### src/rtl/mult_ctrl.sv
// -----------------------------------------------------------------------------
// mult_ctrl
// Sequencing FSM for the 32-bit shift-add multiplier datapath.
// A start request loads the operands (INIT). The FSM then runs N_ITER
// iterations. Each iteration is EVAL, then ADD when the product LSB is 1,
// then SHIFT. The datapath done32 flag is cross-checked against the internal
// iteration counter in every EVAL cycle. Any disagreement sets the sticky err.
//
// Ports:
//   clk     rising-edge clock shared with the datapath
//   rst_n   asynchronous active-low reset
//   start   multiply request, accepted only while ready=1
//   abort   synchronous cancel of an operation in flight
//   lsb     product bit 0 from the datapath
//   done32  datapath counter-at-31 flag
//   init    datapath load strobe (INIT)
//   regWr   datapath upper-product write strobe (ADD)
//   shiftR  datapath shift/count strobe (SHIFT)
//   ready   idle and able to accept start
//   busy    operation in progress (INIT/EVAL/ADD/SHIFT)
//   done    one-cycle completion pulse (FIN)
//   err     sticky done32/counter mismatch flag
//   iter    completed shift count
// -----------------------------------------------------------------------------
module mult_ctrl #(
    parameter int N_ITER = 32,
    parameter int CNT_W  = 6
) (
    input  logic             clk,
    input  logic             rst_n,
    input  logic             start,
    input  logic             abort,
    input  logic             lsb,
    input  logic             done32,
    output logic             init,
    output logic             regWr,
    output logic             shiftR,
    output logic             ready,
    output logic             busy,
    output logic             done,
    output logic             err,
    output logic [CNT_W-1:0] iter
);

    localparam logic [2:0] S_IDLE  = 3'd0;
    localparam logic [2:0] S_INIT  = 3'd1;
    localparam logic [2:0] S_EVAL  = 3'd2;
    localparam logic [2:0] S_ADD   = 3'd3;
    localparam logic [2:0] S_SHIFT = 3'd4;
    localparam logic [2:0] S_FIN   = 3'd5;

    // Count value seen during the final iteration.
    // The SHIFT leaving this value ends the operation.
    localparam logic [CNT_W-1:0] ITER_LAST = CNT_W'(N_ITER - 1);

    logic [2:0]       state_r;
    logic [2:0]       state_next_s;
    logic [CNT_W-1:0] iter_r;
    logic [CNT_W-1:0] iter_next_s;
    logic             err_r;
    logic             err_next_s;
    logic             accept_s;
    logic             mismatch_s;
    logic             init_r;
    logic             regwr_r;
    logic             shiftr_r;
    logic             ready_r;
    logic             busy_r;
    logic             done_r;

    assign accept_s   = (state_r == S_IDLE) && start;
    // Expected done32 is 1 only in the last iteration.
    assign mismatch_s = (state_r == S_EVAL) && (done32 != (iter_r == ITER_LAST));

    // Next-state decode. Abort is honoured only in the four busy states.
    always_comb begin
        state_next_s = state_r;
        case (state_r)
            S_IDLE: begin
                if (start) begin
                    state_next_s = S_INIT;
                end else begin
                    state_next_s = S_IDLE;
                end
            end
            S_INIT: begin
                if (abort) begin
                    state_next_s = S_IDLE;
                end else begin
                    state_next_s = S_EVAL;
                end
            end
            S_EVAL: begin
                if (abort) begin
                    state_next_s = S_IDLE;
                end else if (lsb) begin
                    state_next_s = S_ADD;
                end else begin
                    state_next_s = S_SHIFT;
                end
            end
            S_ADD: begin
                if (abort) begin
                    state_next_s = S_IDLE;
                end else begin
                    state_next_s = S_SHIFT;
                end
            end
            S_SHIFT: begin
                if (abort) begin
                    state_next_s = S_IDLE;
                end else if (iter_r == ITER_LAST) begin
                    state_next_s = S_FIN;
                end else begin
                    state_next_s = S_EVAL;
                end
            end
            S_FIN: begin
                state_next_s = S_IDLE;
            end
            default: begin
                state_next_s = S_IDLE;
            end
        endcase
    end

    // Iteration counter and sticky error update.
    // The shift taken in an aborted SHIFT cycle still counts.
    always_comb begin
        iter_next_s = iter_r;
        err_next_s  = err_r;
        if (accept_s) begin
            iter_next_s = {CNT_W{1'b0}};
            err_next_s  = 1'b0;
        end else begin
            if (state_r == S_SHIFT) begin
                iter_next_s = iter_r + CNT_W'(1);
            end else begin
                iter_next_s = iter_r;
            end
            if (mismatch_s) begin
                err_next_s = 1'b1;
            end else begin
                err_next_s = err_r;
            end
        end
    end

    // State, counter and registered Moore outputs.
    // Each output is decoded from the next state, so it matches the state register.
    always_ff @(posedge clk or negedge rst_n) begin
        if (!rst_n) begin
            state_r  <= S_IDLE;
            iter_r   <= {CNT_W{1'b0}};
            err_r    <= 1'b0;
            init_r   <= 1'b0;
            regwr_r  <= 1'b0;
            shiftr_r <= 1'b0;
            ready_r  <= 1'b1;
            busy_r   <= 1'b0;
            done_r   <= 1'b0;
        end else begin
            state_r  <= state_next_s;
            iter_r   <= iter_next_s;
            err_r    <= err_next_s;
            init_r   <= (state_next_s == S_INIT);
            regwr_r  <= (state_next_s == S_ADD);
            shiftr_r <= (state_next_s == S_SHIFT);
            ready_r  <= (state_next_s == S_IDLE);
            busy_r   <= (state_next_s == S_INIT) || (state_next_s == S_EVAL) ||
                        (state_next_s == S_ADD)  || (state_next_s == S_SHIFT);
            done_r   <= (state_next_s == S_FIN);
        end
    end

    assign init   = init_r;
    assign regWr  = regwr_r;
    assign shiftR = shiftr_r;
    assign ready  = ready_r;
    assign busy   = busy_r;
    assign done   = done_r;
    assign err    = err_r;
    assign iter   = iter_r;

endmodule

### config.mk
export PLATFORM = sky130hd
export DESIGN_NAME = mult_ctrl
export DESIGN_NICKNAME = d
export VERILOG_FILES = /design/src/rtl/mult_ctrl.sv
export SDC_FILE = /design/constraint.sdc
export NUM_CORES = 1
export LEC_CHECK = 0
export BUFFER_PORTS_ARGS = -buffer_cell sky130_fd_sc_hd__buf_4
export CORE_MARGIN = 2
export CORE_UTILIZATION = 53
export DETAILED_ROUTE_END_ITERATION = 6
export MAX_ROUTING_LAYER = met4
export PLACE_DENSITY = 0.8
export SYNTH_ARGS = -nofsm -noshare
export SYNTH_HDL_FRONTEND = slang
export SYNTH_SLANG_ARGS = --single-unit
### constraint.sdc
create_clock -name clk -period 2.6 [get_ports clk]
set_input_delay 0.78 -clock clk [delete_from_list [all_inputs] [get_ports clk]]
set_output_delay 0.78 -clock clk [all_outputs]
set_load 0.01 [all_outputs]
==> impl_metrics.csv <==
group,metric,value,unit
die,row_count,13,
critical_path,critPathTopFamily,"flip-flops",
critical_path,critical-path-slowest-cell,"sky130_fd_sc_hd__dfstp_2",
yosys,synth.lib_cells_used.distinct,30,
cells_and_area,stdcell_count,104,
global_routing,grt_max_degree,17,
clock_tree,cts_tree,"yes",
route,remaining_drc_errors,0,
yosys,synthesis.nets,75,
sta,hold_viol,0,
placement,dp_hpwl,1060,µm
sta,setup_ws,902,ps
critical_path,end_kind,"output port",
power_and_ir_drop,p_per_area,704,nW/µm²
yosys,postSynthRegisterBits,16,
clock_tree,clkSlewWorstSetupHoldPaths,90,ps
sta,worst-slew-pin-transition,439,ps
critical_path,startpoint_type,"flip-flop",
die,fp.dieArea,1730,µm²
sta,clock-skew-final,0.671,ps
clock_tree,post-cts-setup-buffer-count,0,
placement,port_buffers,18,
clock_tree,cts_inserted_buffers,3,
cells_and_area,fillCellCount,106,
yosys,postSynthAreaPerCell,11.0,µm²
die,floorplan.core_area,1320,µm²
die,dieWidth,41.6,µm
clock_tree,numClockSinks,16,
min_path,worstHoldPathType,"in -> async",
run_status,run_status,"finished, final reports clean",
clock_tree,cts_hold_repair.buffers,0,
yosys,yosysWarningCount,0,
yosys,synth_area,748,µm²
global_routing,global_route.overflow_total,0,
route,detail_route.vias_per_cell,5.47,
cells_and_area,antenna_cells,0,
critical_path,worst_ep_required_time,1820,ps
placement,final_weighted_congestion_in_routability_driven_placement,0.852,
placement,dpl_worst_slack,1020,ps
critical_path,wp_buf_inv,1,
route,wl_per_cell,13.8,µm
sta,final.hold.worst_slack,326,ps
route,number_of_nets_with_antenna_violations_after_detailed_routing,0,
sta,relSlewSlack,70.4,%
cells_and_area,nNetsFinal,97,
sta,timing.fmax,589,MHz
cells_and_area,layout.cells.most_common,"sky130_fd_sc_hd__buf_4",
global_routing,global_route_total_usage_across_every_layer,20.4,%
clock_tree,clkLatencyLatePin,290,ps
die,design.portCount,19,
route,drt_first_pass_iters,4,
clock_tree,clk_path_buf_depth,2,
route,dr_total_vias,569,
clock_tree,htreeDepth,1,
cells_and_area,postLayoutCoreUtil,70.7,%
yosys,synthesis.instances,68,
die,starting_utilization_of_the_core_area,56.8,%
sta,final_period_minus_worst_setup_slack,1700,ps
critical_path,crit_chain,"buf_4",
sta,rsz0062_at_grt,"no",
sta,fin_tns_setup,0,ps
route,routed_wirelength,1440,µm
cells_and_area,final_layout_size_suffix_gt1_share,32.6,%
yosys,synth.yosys.seq_area_share,53.7,%
clock_tree,cts-resized-gates,0,
critical_path,r2r_start,"state_r[2]",
run,cap_violations,0,
placement,numPlacedInstances,100,
route,detail_route.iter0.violations,7,
critical_path,critical_path.max_fanout,1,
global_routing,number_of_antenna_violations_at_the_first_check_in_global_routing,0,
critical_path,cpPeakStageDelay,520,ps
critical_path,criticalPathCategory,"reg -> out",
power_and_ir_drop,leakagePower,0.000519,µW
global_routing,vias_in_the_first_global_route,549,
die,chipHeight,41.6,µm
sta,count_of_endpoints_failing_setup_in_the_final_report,0,
critical_path,critPathLaunch,"ready",
clock_tree,cts-root-buf,"sky130_fd_sc_hd__clkbuf_4",
power_and_ir_drop,worst_ir_drop_vdd,532,µV
cells_and_area,area_growth,24.4,%
global_routing,grt_first_pass_wirelength,2520,µm
sta,final_worst_path_period_share,65.3,%
cells_and_area,final_cell_mix,"sky130_fd_sc_hd__buf_4 (18), sky130_fd_sc_hd__dfrtp_1 (15), sky130_fd_sc_hd__a21oi_1 (6), sky130_fd_sc_hd__inv_1 (5)",
sta,slew_viol_final,0,
critical_path,cp_arrival,920,ps
==> flip-flops by register name, summed over array words and instances, names as in the netlist <==
signal and flops:
iter 6, state_r 3, busy 1, done 1, err 1, init 1, ready 1, regWr 1
shiftR 1
==> per-layer routing <==
metal / track usage (%) / routed length (µm) / up-vias
met5: - / 0 / -
met4: 14.8 / 47 / 0
met3: 3.91 / 66 / 4
met2: 30.0 / 692 / 18
met1: 25.1 / 631 / 267
li1: - / - / 280
==> cells in the mapped netlist (all sizes together) <==
cell	instances	area, µm²
a21o	2	15.0
nor2	5	26.3
nand2b	1	6.26
ha	1	12.5
nand4	2	12.5
buf	1	7.51
nand3b	2	27.5
a22o	1	8.76
nor2b	1	6.26
nand3	3	15.0
a21oi	6	30.0
or2	1	6.26
o21ai	7	35.0
nor3	1	16.3
o41ai	1	8.76
xor2	2	17.5
inv	5	18.8
nor3b	1	18.8
dfstp	1	26.3
and3	2	13.8
dfrtp	15	375
and2b	1	7.51
or3	1	6.26
nand2	4	22.5
o21a	1	7.51
==> report_power, final <==
group	internal [µW]	switching (µW)
Combinational	78.6	81.2
Sequential	288	42.7
Clock	85.3	79.6
==> stage by stage <==
stage / total power [µW] / area, µm²
2_1_floorplan: 419 / 748
3_3_place_gp: 489 / 895
3_5_place_dp: 495 / 895
4_1_cts: 659 / 931
5_1_grt: 696 / 931
6_report: 655 / 931
==> cell families after synthesis <==
logic type | count (synthesis) | share of synthesized area [%]
simple gates | 25 | 24.8
flops | 16 | 53.7
compound gates | 18 | 14.0
buf+inv | 6 | 3.51
fa+ha+maj | 1 | 1.67
xor+xnor | 2 | 2.34
==> final cells by class <==
type	count	area, µm²	area share, %
Clock buffer	4	36.3	3.90
Inverter	5	18.8	2.02
Multi-Input combinational cell	46	320	34.4
Sequential cell	16	402	43.1
Tap cell	15	18.8	2.02
Timing Repair Buffer	18	135	14.5
==> path summary, 6_finish.rpt <==
kind | endpoint | slack, ps | cells after the start
worst min register to register | iter[4] | 510 | 1
min in group clk | iter[4] | 510 | 1
worst min-delay path | iter[3] | 330 | 1
worst max register to register | iter[4] | 1220 | 4
worst max-delay path | ready | 900 | 1
max in group asynchronous | ready | 2030 | 1
(Power assumes the default switching activity.)
